==> src/rtl/peak_level_meter_pkg.sv <==
// Shared helpers for the peak level meter and its peak-hold tracker.
package peak_level_meter_pkg;

  function automatic int unsigned min_u(input int unsigned a, input int unsigned b);
    return (a < b) ? a : b;
  endfunction

  function automatic int unsigned max_u(input int unsigned a, input int unsigned b);
    return (a > b) ? a : b;
  endfunction

endpackage

==> src/rtl/peak_level_meter_peak_hold_tracker.sv <==
// Peak-hold marker: jumps up to any louder level, holds for HOLD_WINDOWS
// updates, then decays one level per update but never below the live level.
module peak_hold_tracker
  import peak_level_meter_pkg::*;
#(
  parameter int unsigned LW           = 5,
  parameter int unsigned HOLD_WINDOWS = 4
) (
  input  logic          clk,
  input  logic          reset,
  input  logic          update,
  input  logic [LW-1:0] level_in,
  output logic [LW-1:0] hold_level
);

  localparam int unsigned HCW = (HOLD_WINDOWS > 0) ? $clog2(HOLD_WINDOWS + 1) : 1;

  logic [LW-1:0]  hold_level_q, hold_level_d;
  logic [HCW-1:0] hold_cnt_q,   hold_cnt_d;

  always_comb begin
    hold_level_d = hold_level_q;
    hold_cnt_d   = hold_cnt_q;
    if (update) begin
      if (level_in >= hold_level_q) begin
        hold_level_d = level_in;
        hold_cnt_d   = HCW'(HOLD_WINDOWS);
      end else if (hold_cnt_q != '0) begin
        hold_cnt_d = hold_cnt_q - HCW'(1);
      end else begin
        hold_level_d = LW'(max_u(32'(hold_level_q) - 32'd1, 32'(level_in)));
      end
    end
  end

  always_ff @(posedge clk) begin
    if (reset) begin
      hold_level_q <= '0;
      hold_cnt_q   <= '0;
    end else begin
      hold_level_q <= hold_level_d;
      hold_cnt_q   <= hold_cnt_d;
    end
  end

  assign hold_level = hold_level_q;

endmodule

==> src/rtl/peak_level_meter.sv <==
// Windowed peak level meter: magnitude about MIDPOINT, per-window peak,
// thermometer bar plus numeric level and a decaying peak-hold marker.
module peak_level_meter
  import peak_level_meter_pkg::*;
#(
  parameter int unsigned SAMPLE_W     = 12,
  parameter int unsigned MIDPOINT     = 2048,
  parameter int unsigned WINDOW       = 2000,
  parameter int unsigned NUM_LEVELS   = 16,
  parameter int unsigned LEVEL_SHIFT  = 7,
  parameter int unsigned HOLD_WINDOWS = 4,
  localparam int unsigned LW          = $clog2(NUM_LEVELS + 1)
) (
  input  logic                  cs,
  input  logic                  reset,
  input  logic                  sample_valid,
  input  logic [SAMPLE_W-1:0]   sample,
  output logic [NUM_LEVELS-1:0] volume_level,
  output logic [LW-1:0]         level,
  output logic [LW-1:0]         hold_level,
  output logic                  window_done
);

  localparam int unsigned CNT_W = $clog2(WINDOW);

  logic [CNT_W-1:0]      cnt_q,          cnt_d;
  logic [SAMPLE_W-1:0]   run_max_q,      run_max_d;
  logic [SAMPLE_W-1:0]   peak_q,         peak_d;
  logic                  close_q,        close_d;
  logic [LW-1:0]         level_q,        level_d;
  logic [NUM_LEVELS-1:0] volume_level_q, volume_level_d;
  logic                  window_done_q,  window_done_d;

  logic [SAMPLE_W-1:0] mag;
  logic [SAMPLE_W-1:0] mag_max;
  logic [LW-1:0]       lvl;

  always_comb begin
    mag     = (sample >= SAMPLE_W'(MIDPOINT)) ? (sample - SAMPLE_W'(MIDPOINT))
                                              : (SAMPLE_W'(MIDPOINT) - sample);
    mag_max = (mag > run_max_q) ? mag : run_max_q;

    cnt_d     = cnt_q;
    run_max_d = run_max_q;
    peak_d    = peak_q;
    close_d   = 1'b0;
    if (sample_valid) begin
      // The closing sample folds into the published peak, not the next window.
      if (cnt_q == CNT_W'(WINDOW - 1)) begin
        peak_d    = mag_max;
        run_max_d = '0;
        cnt_d     = '0;
        close_d   = 1'b1;
      end else begin
        run_max_d = mag_max;
        cnt_d     = cnt_q + CNT_W'(1);
      end
    end
  end

  always_comb begin
    lvl            = LW'(min_u(32'(peak_q) >> LEVEL_SHIFT, NUM_LEVELS));
    level_d        = level_q;
    volume_level_d = volume_level_q;
    window_done_d  = close_q;
    if (close_q) begin
      level_d = lvl;
      for (int unsigned i = 0; i < NUM_LEVELS; i++) begin
        volume_level_d[i] = (32'(lvl) > i);
      end
    end
  end

  always_ff @(posedge cs) begin
    if (reset) begin
      cnt_q          <= '0;
      run_max_q      <= '0;
      peak_q         <= '0;
      close_q        <= 1'b0;
      level_q        <= '0;
      volume_level_q <= '0;
      window_done_q  <= 1'b0;
    end else begin
      cnt_q          <= cnt_d;
      run_max_q      <= run_max_d;
      peak_q         <= peak_d;
      close_q        <= close_d;
      level_q        <= level_d;
      volume_level_q <= volume_level_d;
      window_done_q  <= window_done_d;
    end
  end

  peak_hold_tracker #(
    .LW           (LW),
    .HOLD_WINDOWS (HOLD_WINDOWS)
  ) u_hold (
    .clk        (cs),
    .reset      (reset),
    .update     (close_q),
    .level_in   (lvl),
    .hold_level (hold_level)
  );

  assign level        = level_q;
  assign volume_level = volume_level_q;
  assign window_done  = window_done_q;

endmodule

==> config.mk <==
export PLATFORM = sky130hd
export DESIGN_NAME = peak_level_meter
export DESIGN_NICKNAME = d
export VERILOG_FILES = /design/src/rtl/peak_level_meter_pkg.sv /design/src/rtl/peak_level_meter_peak_hold_tracker.sv /design/src/rtl/peak_level_meter.sv
export SDC_FILE = /design/constraint.sdc
export NUM_CORES = 1
export LEC_CHECK = 0
export ABC_AREA = 1
export CAP_MARGIN = 20
export CELL_PAD_IN_SITES_DETAIL_PLACEMENT = 2
export CELL_PAD_IN_SITES_GLOBAL_PLACEMENT = 2
export CORE_MARGIN = 2
export CORE_UTILIZATION = 34
export DETAILED_ROUTE_END_ITERATION = 10
export GPL_TIMING_DRIVEN = 0
export PLACE_DENSITY = 0.91
export SETUP_SLACK_MARGIN = 0.4
export SLEW_MARGIN = 40
export SYNTH_ARGS = -nofsm -noshare
export SYNTH_HDL_FRONTEND = slang
export SYNTH_SLANG_ARGS = --single-unit
==> constraint.sdc <==
create_clock -name cs -period 6.7 [get_ports cs]
set_input_delay 2.01 -clock cs [delete_from_list [all_inputs] [get_ports cs]]
set_output_delay 2.01 -clock cs [all_outputs]
set_load 0.05 [all_outputs]
; Word-level counts from Yosys, hierarchy flattened
; Index checks and enable logic that the tools add are counted.
; W data, S select, Z words.
[op_classes]
add_sub_neg = 5
magnitude_cmp = 21
eq_ne = 2
muxes = 11
bitwise_logic = 1
reduce_logical = 6
[op_table]
columns = operator, n
row1 = $gt A5 B4 Y1 const B, 8
row2 = $mux W12, 3
row3 = $gt A32 B5 Y1, 1
row4 = $gt A5 B3 Y1 const B, 4
row5 = $mux W5, 4
row6 = $ge A12 B12 Y1 const B, 1
row7 = $gt A12 B12 Y1, 1
row8 = $sub A12 B12 Y12 const A, 1
row9 = $sub A12 B12 Y12 const B, 1
row10 = $add A11 B1 Y11 const B, 1
row11 = $eq A11 B11 Y1 const B, 1
row12 = $mux W11, 1
row13 = $gt A5 B1 Y1 const B, 2
row14 = $gt A5 B2 Y1 const B, 2
row15 = $mux W3, 2
row16 = $reduce_and A2 Y1, 3
row17 = $sub A5 B1 Y6 const B, 1
row18 = $ge A5 B5 Y1, 1
row19 = $lt A5 B5 Y1 const B, 1
row20 = $reduce_bool A3 Y1, 1
row21 = $sub A3 B1 Y3 const B, 1
row22 = $ne A2 B1 Y1 const B, 1
row23 = $reduce_bool A2 Y1, 1
row24 = $reduce_or A2 Y1, 1
row25 = other kinds (2), 2
[totals]
reg_bits = 66
input_bits = 15
out_inout_bits = 27

; Depth between registers and ports, before layout
[depth]
word_depth = 6
ltp_mapped = 19

; By module
; Synthesis repeated with hierarchy kept, for this count alone.
[hier_totals]
cells_unflattened = 530
area_unflattened_um2 = 3676.0
[by_module_without_submodules]
columns = mod, instances, cells_each, area_each_um2, seq_area_each_um2
row1 = peak_level_meter, 1, 403, 2813.9, 1021.0
row2 = peak_hold_tracker, 1, 127, 862.1, 160.2

; Worst setup path after synthesis
; OpenSTA, ideal clock, no wires.
[synth_path]
path_type = input-to-reg
start = in sample[0]
end = reg run_max_q[8]
setup_ns = 0.136
arrival_time_ns = 3.837
required_time_ns = 6.564
slack_ns = 2.727
path_stages = 16
path_buffers = 1
cell_sequence = inv_1 > ha_1 > nand2_1 > nor2_1 > nand2_1 > nand2_1 > xor2_1 > ha_1 > nand2_1 > nor2_1 > and2_1 > nand3b_1 > buf_2 > nand4_1 > nand3_2 > a21oi_2
[synth_via]
elab_chain_cells = 5
[synth_lines]
columns = element, line_no
row1 = from (decl), peak_level_meter.sv:17  ; input logic [SAMPLE_W-1:0] sample,
row2 = $sub A12 B12 Y12 (tied with other cells), peak_level_meter.sv:40  ; : (SAMPLE_W'(MIDPOINT) - sample);
row3 = $mux W12 *, peak_level_meter.sv:39  ; mag = (sample >= SAMPLE_W'(MIDPOINT)) ? (sample - SAMPLE_W'(MIDPOINT))
row4 = $gt A12 B12 Y1, peak_level_meter.sv:41  ; mag_max = (mag > run_max_q) ? mag : run_max_q;
row5 = $mux W12 *, peak_level_meter.sv:41
row6 = $mux W12 *, peak_level_meter.sv:49  ; if (cnt_q == CNT_W'(WINDOW - 1)) begin
row7 = to (signal assigned), peak_level_meter.sv:85  ; run_max_q <= run_max_d;
row8 = to (decl), peak_level_meter.sv:27  ; logic [SAMPLE_W-1:0] run_max_q, run_max_d;
; Every way passes the cells marked *; elsewhere a longest branch is shown, timed or not.
; A chain may end at the register's enable or synchronous reset.

; Final worst setup path
[layout_path]
start = in sample[0]
end = reg run_max_q[10]
; The elaborated chain is that of the path after synthesis.

==> out/metrics.cfg <==
[status]
status=complete, no violations

[clock_tree]
root_buffer=clkbuf_8
path_clk_slew_ps=70
cts_setup_buffers=0
cts.repair.resized=0
cts_tree=built
cts_hold_buf=0
cts.sinks=59
clk_path_buf_depth=2
htreeDepth=3
cts_made_buffers=9
clock_latency_ps=340

[critical_path]
r2r-end=u_hold.hold_level[1]
startpoint_type=primary input
r2r_slack_ps=4230
crit_path_max_fanout=10
critPathRequiredTime_ps=6890
worst_ep_arrival_time_ps=4940
r2r_start=u_hold.hold_level[0]
end_kind=flop
critPathKind=primary input to flop
ff2ff_path_depth=14

[routing]
via_count=3680
post_drt_wl_per_cell_um=17.97
drt_wl_total_um=12640
remaining_drc_errors=0
drt_iter0_drc=117
viasPerCell=5.235
firstDrtPassIters=4
ant_nets=0

[global_routing]
grt-ovfl-total=0
grt.total_usage_pct=23.81
grt_pass1_vias=4148
grt_pass1_wl_um=21140
grt_max_degree=11
antenna_found_initial=0

[timing]
hold_violations=0
fin_setup_tns_ps=0
finalHoldWorstSlack_ps=470.8
finalSetupViolCount=0
fin_crit_sh_pct=70.97
worst_slew_pin_slew_ps=714.3
layout_min_cycle_time_ps=4755
fmax_ghz=0.2103
report.final.slew_viol_count=0
skew_ps=9.154
rsz0062_at_grt=no
relSlewSlack_pct=52.38

[min_path]
hold_path_depth=2
hold_path.startpoint=u_hold.hold_cnt_q[1]
holdCritPathClass=flop to flop
holdPathEnd=u_hold.hold_cnt_q[1]

[yosys]
yosys_warnings=0
synth_ff_type=dfxtp_1
synth-edff-count=0
synth.avg_cell_area_um2=6.835
synth_cells=512
netlist_area_um2=3500
synth-seq-area-share_pct=33.75
syn-num-nets=554
synth_seq_cells=59
synth_cell_type_count=36
async_reset_ff_share_pct=0

[placement]
finalWeightedCongestion=0.8378
io_buffers=40
placed_cells=688
dpl_cell_area_um2=4070
dp_hpwl_um=9456

[layout]
final_nets=605
final_cell_area_um2=4238
syn2layout_area_growth_pct=21.09
fillerInstances=1212
final_cells=703
diodes=0
drive_above_1_share_pct=8.113

[floorplanning]
dieArea_um2=11120
start_util_pct=34.52
rows=37
chipHeight_um=105.5
die_w_um=105.5
io_pins=42
design.core.area_um2=10140

[pwr]
irDropWorstVdd_mv=0.07793
leakage_nw=1.842
power.density_nw_per_um2=200.5
p_total_mw=0.8498

[job]
drv_cap=0

-- synthesized netlist by cell type, drive strengths merged (2+ instances only) --
| cell type | count | area, um^2 |
|---|---|---|
| nand3 | 41 | 215.2 |
| nor3b | 2 | 15.01 |
| o21bai | 2 | 15.01 |
| nand4 | 7 | 43.79 |
| a21oi | 37 | 203.9 |
| clkbuf | 8 | 30.03 |
| ha | 27 | 337.8 |
| o21ai | 30 | 150.2 |
| nand2 | 118 | 452.9 |
| xor2 | 10 | 87.58 |
| a31oi | 2 | 12.51 |
| xnor2 | 4 | 35.03 |
| inv | 76 | 285.3 |
| buf | 9 | 53.80 |
| dfxtp | 59 | 1181 |
| o31ai | 3 | 22.52 |
| nand3b | 4 | 30.03 |
| nor2 | 61 | 246.5 |
| nor3 | 3 | 15.01 |
-- metal layers --
metal | wire length, um | vias to the layer above | GRT usage, %
li1 | - | 1740 | -
met1 | 5416 | 1851 | 27.32
met4 | 238 | 0 | 7.333
met5 | 0 | - | 0
met2 | 6655 | 64 | 44.98
met3 | 326 | 25 | 3.463
-- report_power, final --
group	switching [mW]	leakage [nW]	total (mW)	internal, mW
Clock	0.146	0.0839	0.286	0.140
Sequential	0.00898	0.477	0.373	0.364
Combinational	0.125	1.28	0.191	0.0664
-- kinds of logic (layout without fill, tap and decap cells) --
group | after synthesis | in the layout | share of synthesized area, %
AND/OR/NAND/NOR | 237 | 237 | 29.28
AO/OA/AOI/OAI | 81 | 81 | 13.16
XOR/XNOR | 14 | 14 | 3.504
adder cells (fa/ha/maj) | 27 | 27 | 9.653
flip-flops | 59 | 59 | 33.75
buffers and inverters | 94 | 149 | 10.65
-- critical path, stage by stage --
cell             delay, ps
clkdlybuf4s50_1        410
inv_1                  130
ha_1                   200
nand2_1                100
nor2_1                 230
nand2_1                130
nand2_1                110
nand3_1                110
nand2_1                110
ha_1                   230
nand2_1                120
nor2_2                  60
and2_1                 150
nand3b_1               120
buf_2                  260
nand4_1                220
nand3_1                160
a21oi_2                 70
-- layout make-up --
cell class              instances  area [um^2]  area share, %
repair buffers                 40        400.4          9.448
flip-flops and latches         59         1181          27.87
inverters                      77        289.0          6.820
clock inverters                 5        30.03         0.7086
plain buffers                  17        83.83          1.978
well taps                     136        170.2          4.015
clock buffers                  10        137.6          3.248
multi-input cells             359         1946          45.91
-- worst max path at each step --
stage,start,endpoint
6_report,sample[0],run_max_q[10]
3_5_place_dp,sample[0],run_max_q[10]
3_3_place_gp,sample[0],peak_q[10]
2_1_floorplan,sample[0],run_max_q[8]
5_1_grt,sample[0],peak_q[9]
4_1_cts,sample[0],run_max_q[10]
-- cell usage in the layout (no fill, tap or decap), drive strengths merged, types with 2 or more instances in the layout --
cell           instances
buf                    9
clkinv                 4
a31oi                  2
ha                    27
clkinvlp               2
clkbuf                18
xor2                  10
o21bai                 2
inv                   76
o31ai                  3
nand4                  7
nor3                   3
dfxtp                 59
nand3b                 4
nor2                  61
xnor2                  4
o21ai                 30
nand2                118
nand3                 41
clkdlybuf4s50         40
a21oi                 37
nor3b                  2
-- registers in the layout, indices dropped and copies added, names as in the netlist --
register	count
volume_level	16
run_max_q	12
cnt_q	11
level	5
peak_q	5
u_hold.hold_level	5
u_hold.hold_cnt_q	3
close_q	1
window_done	1
-- stage by stage --
| stage | setup WS [ps] | util, % |
|---|---|---|
| 3_5_place_dp | 1702 | 40.15 |
| 5_1_grt | 1744 | 41.80 |
| 6_report | 1945 | 41.80 |
| 3_3_place_gp | 1871 | 40.15 |
| 4_1_cts | 1948 | 41.80 |
| 2_1_floorplan | 2727 | - |
No activity file was read; power rests on OpenSTA's default activity.
==> patch 1: new RTL, same settings <==
`HOLD_WINDOWS` is set to 4 in 2 places; all go to 2.
--- a/src/rtl/peak_level_meter_peak_hold_tracker.sv
+++ b/src/rtl/peak_level_meter_peak_hold_tracker.sv
@@ -4,7 +4,7 @@
   import peak_level_meter_pkg::*;
 #(
   parameter int unsigned LW           = 5,
-  parameter int unsigned HOLD_WINDOWS = 4
+  parameter int unsigned HOLD_WINDOWS = 2
 ) (
   input  logic          clk,
   input  logic          reset,
--- a/src/rtl/peak_level_meter.sv
+++ b/src/rtl/peak_level_meter.sv
@@ -8,7 +8,7 @@
   parameter int unsigned WINDOW       = 2000,
   parameter int unsigned NUM_LEVELS   = 16,
   parameter int unsigned LEVEL_SHIFT  = 7,
-  parameter int unsigned HOLD_WINDOWS = 4,
+  parameter int unsigned HOLD_WINDOWS = 2,
   localparam int unsigned LW          = $clog2(NUM_LEVELS + 1)
 ) (
   input  logic                  cs,
Check against the original RTL: no difference found for any inputs over 10 cycles, from zero or initial values and one cycle with reset high; that may be too few to reach the edited logic, so the function may still have changed.
==> patch 1 against the original RTL <==
Critical path depth rose by 1; total power is 12% higher; area after synthesis fell by 0.93%; sequential cell count fell by 1; design area is 1.1% higher; count of clock-buffer cells in the layout shrank 1; clock power is 41% higher; worst setup slack gained 0.14 ns; die area shrank 0.90%; critical endpoint is now peak_q[8]; wire length fell by 4.5%.
==> patch 1: results (changes against the original RTL) <==
INFO  metric drive_gt1_share = 9.84% (+1.7 points)
INFO  metric net_count_final = 595 (-1.7%)
INFO  metric yosys.area_share.xor_xnor = 3.28% (-0.22 points)
INFO  metric synth_compound_area_share = 14.3% (+1.1 points)
INFO  metric instances_no_fill = 692 (-1.6%)
INFO  metric synth_seq_area_share = 33.5% (-0.26 points)
INFO  metric r2r-start = peak_q[11]
INFO  metric r2r_slack = 4.17 ns (-0.06 ns)
INFO  metric synth_top_cells_by_count = nand2_1, inv_1, dfxtp_1
INFO  metric synth.avg_cell_area = 6.91 um2 (+1.0%)
INFO  metric buffer_ports.inserted = 41 (+2.5%)
INFO  metric highest_attainable_clock_frequency = 0.217 GHz (+3.0%)
INFO  metric gpl.final_weighted_congestion = 0.793 (-5.4%)
INFO  metric worst_r2r_path_depth = 13 (-1)
INFO  metric detailedPlace.worstSlack = 1.77 ns (+0.0715 ns)
INFO  metric crit_arrival = 4.82 ns (-0.12 ns)
INFO  metric detailed_place_hpwl = 8.93 mm (-5.6%)
INFO  metric crit_path_to = peak_q[8]
INFO  metric syn2layout_area_growth = 23.6%
INFO  metric yosys-top-cells-area = dfxtp_1, nand2_1, ha_1
INFO  metric status = complete, no violations
INFO  metric regToRegEndpoint = u_hold.hold_level[1]
INFO  metric drt_iter0_markers = 63 (-46%)
INFO  metric grtUsageTotal = 23.1% (-0.72 points)
INFO  metric worst_pin_slew = 0.652 ns (-0.0623 ns)
INFO  metric grt_pass1_vias = 4141 (-0.17%)
INFO  metric postSynthNetCount = 543 (-2.0%)
INFO  metric post_dp_cell_area = 4040 um2 (-0.65%)
INFO  metric place.detailed.instances = 676 (-1.7%)
INFO  metric worst_path_largest_cell_delay = 0.43 ns (+0.02 ns)
INFO  metric ys_types = 41 (+14%)
INFO  metric vdd_drop_max = 102 uV (+31%)
INFO  metric finalClockSkew = 0.0132 ns (+0.00400 ns)
INFO  metric synth_adder_area_share = 9.38% (-0.27 points)
INFO  metric grt_first_pass_wirelength = 20.1 mm (-4.8%)
INFO  metric power.static_leakage = 1.88 nW (+2.2%)
INFO  metric drt-vias-per-instance = 5.10 (-2.5%)
INFO  metric post_cts_buffers = 0 (unchanged)
INFO  metric route.detailed.wl_per_inst = 17.4 um (-3.0%)
-- patch 1: changes by cell type after synthesis, sizes merged, moves of 2 or more --
cell    before  now
a21oi       37   46
buf          9    5
inv         76   84
nand2      118  114
nand3       41   43
nand3b       4    2
nor2        61   47
nor3b        2    0
o31ai        3    1
-- patch 1: cell families (layout without fill, tap and decap cells) --
group / Yosys count / in the layout
compound gates: 90 / 90
xor+xnor: 13 / 13
fa+ha+maj: 26 / 26
buf+inv: 98 / 155
flops: 58 / 58
simple gates: 217 / 217
-- patch 1: cell type report --
cell class | count | share of cell area (%)
timing repair buffer | 41 | 9.58
multi-input combinational | 346 | 44.9
buffer | 13 | 1.43
tap | 133 | 3.88
sequential | 58 | 27.1
clock buffer | 9 | 2.89
clock inverter | 7 | 2.72
inverter | 85 | 7.48
-- patch 1: layer usage --
layer | GRT usage, % | wire length, um
met3 | 3.43 | 224
met4 | 8.57 | 249
met1 | 24.2 | 4880
met2 | 45.6 | 6710
met5 | 0 | 0
-- patch 1: power breakdown --
group | switching, mW | internal (mW)
combinational | 0.121 | 0.0658
sequential | 0.00812 | 0.358
clock | 0.156 | 0.247
-- patch 1: how the worst min path moves through the flow --
stage	from	to	slack (ns)
2_1_floorplan	u_hold.hold_cnt_q[1]	u_hold.hold_cnt_q[1]	0.43
3_3_place_gp	u_hold.hold_cnt_q[1]	u_hold.hold_cnt_q[1]	0.44
3_5_place_dp	run_max_q[1]	run_max_q[1]	0.46
4_1_cts	run_max_q[1]	run_max_q[1]	0.47
5_1_grt	run_max_q[1]	run_max_q[1]	0.49
6_report	run_max_q[1]	run_max_q[1]	0.47
-- patch 1: worst max-delay path, delay by kind of cell --
family | cells | cell delay [ns]
simple gates | 12 | 1.31
buf+inv | 4 | 0.81
compound gates | 1 | 0.14
fa+ha+maj | 2 | 0.53
==> patch 2: new RTL, same settings <==
Made on the original files. Register the inputs `sample_valid` and `sample` before use, without a reset. The logic sees them one clock later.
--- a/src/rtl/peak_level_meter.sv
+++ b/src/rtl/peak_level_meter.sv
@@ -23,6 +23,14 @@
 
   localparam int unsigned CNT_W = $clog2(WINDOW);
 
+  logic sample_valid_q;
+  logic [SAMPLE_W-1:0] sample_q;
+
+  always_ff @(posedge cs) begin
+    sample_valid_q <= sample_valid;
+    sample_q       <= sample;
+  end
+
   logic [CNT_W-1:0]      cnt_q,          cnt_d;
   logic [SAMPLE_W-1:0]   run_max_q,      run_max_d;
   logic [SAMPLE_W-1:0]   peak_q,         peak_d;
@@ -36,15 +44,15 @@
   logic [LW-1:0]       lvl;
 
   always_comb begin
-    mag     = (sample >= SAMPLE_W'(MIDPOINT)) ? (sample - SAMPLE_W'(MIDPOINT))
-                                              : (SAMPLE_W'(MIDPOINT) - sample);
+    mag     = (sample_q >= SAMPLE_W'(MIDPOINT)) ? (sample_q - SAMPLE_W'(MIDPOINT))
+                                              : (SAMPLE_W'(MIDPOINT) - sample_q);
     mag_max = (mag > run_max_q) ? mag : run_max_q;
 
     cnt_d     = cnt_q;
     run_max_d = run_max_q;
     peak_d    = peak_q;
     close_d   = 1'b0;
-    if (sample_valid) begin
+    if (sample_valid_q) begin
       // The closing sample folds into the published peak, not the next window.
       if (cnt_q == CNT_W'(WINDOW - 1)) begin
         peak_d    = mag_max;
Check against the original RTL: no difference found for any inputs over 10 cycles, from zero or initial values and one cycle with reset high; that may be too few to reach the edited logic, so the function may still have changed.
==> patch 2 against the original RTL <==
Sequential cell count rose by 13; count of clock-buffer cells in the layout is the same; register-to-register slack worse by 0.34 ns; design area up 7.5%; wire length down 3.5%; worst setup slack improved by 1.1 ns; utilization increased by 0.21 points; non-clock buffer count shrank 3; total power increased by 18%; final cell count up 1.7%; first-iteration DRC count fell by 21%; sequential power grew 22%; area after synthesis grew 7.9%.
==> patch 2: results (changes against the original RTL) <==
INFO  metric layout.comb_gates.multi_input = 356 (-0.84%)
INFO  metric tapCellCount = 140 (+2.9%)
INFO  metric detailed_place_hpwl = 9.36 mm (-1.1%)
INFO  metric gpl.final_weighted_congestion = 0.824 (-1.6%)
INFO  metric worst_path_dominant_cell_family = buffers and inverters
INFO  metric finalClockSkew = 0.0151 ns (+0.00595 ns)
INFO  metric detailedPlace.worstSlack = 3.32 ns (+1.62 ns)
INFO  metric power.static_leakage = 1.96 nW (+6.6%)
INFO  metric route.detailed.wl_per_inst = 17.1 um (-5.1%)
INFO  metric place.detailed.instances = 699 (+1.6%)
INFO  metric grt_first_pass_wirelength = 20.4 mm (-3.6%)
INFO  metric synth_seq_area_share = 38.2% (+4.4 points)
INFO  metric fraction_of_area_in_multi_input_gates = 43.5% (-2.4 points)
INFO  metric synth_top_cells_by_count = nand2_1, inv_1, dfxtp_1
INFO  metric worst_r2r_path_depth = 18 (+4)
INFO  metric yosys.area_share.xor_xnor = 2.55% (-0.95 points)
INFO  metric hold_depth = 1 (-1)
INFO  metric crit_arrival = 1.66 ns (-3.28 ns)
INFO  metric post_dp_cell_area = 4350 um2 (+6.9%)
INFO  metric postSynthNetCount = 561 (+1.3%)
INFO  metric m3_gr_usage = 3.73% (+0.27 points)
INFO  metric swShare = 30.8% (-2.1 points)
INFO  metric wl_met2 = 6.62 mm (-0.50%)
INFO  metric status = complete, no violations
INFO  metric buffers_excl_clock = 54 (-5.3%)
INFO  metric synth.avg_cell_area = 7.28 um2 (+6.4%)
INFO  metric sh_seq_area = 31.6% (+3.8 points)
INFO  metric worst_pin_slew = 0.754 ns (+0.0393 ns)
INFO  metric vdd_drop_max = 83.9 uV (+7.6%)
INFO  metric grtUsageTotal = 22.1% (-1.7 points)
INFO  metric flop_and_latch_count_out_of_synthesis = 72 (+22%)
INFO  metric layout.filler_cells = 1283 (+5.9%)
INFO  metric route.vias.total = 3653 (-0.73%)
INFO  metric drt-vias-per-instance = 5.11 (-2.4%)
INFO  metric clock_insertion_delay_worst_skew = 0.36 ns (+0.02 ns)
-- patch 2: changes by cell type in the layout (fill, tap and decap cells not counted), moves of 3 or more --
cell,change
o21ai_1,-6
buf_2,-3
o21ai_0,+6
a21oi_1,+13
nor2_1,-4
nor2_2,-4
nand2_1,-6
dfxtp_1,+13
nand3_1,-4
a21oi_2,-4
-- patch 2: final timing paths --
path,startpoint,endpoint,slack (ns)
worst max register to register,sample_q[0],peak_q[8],3.89
worst max-delay path,u_hold.hold_level[0],hold_level[0],3.03
worst min register to register,u_hold.hold_cnt_q[0],u_hold.hold_cnt_q[0],0.45
worst min-delay path,u_hold.hold_cnt_q[0],u_hold.hold_cnt_q[0],0.45
-- patch 2: power groups by stage --
stage | logic, mW | clock network, mW | registers (mW)
finish | 0.178 | 0.366 | 0.456
global route | 0.202 | 0.392 | 0.459
CTS | 0.181 | 0.376 | 0.456
detailed placement | 0.172 | 0 | 0.466
global placement | 0.158 | 0 | 0.464
floorplan | 0.123 | 0 | 0.463
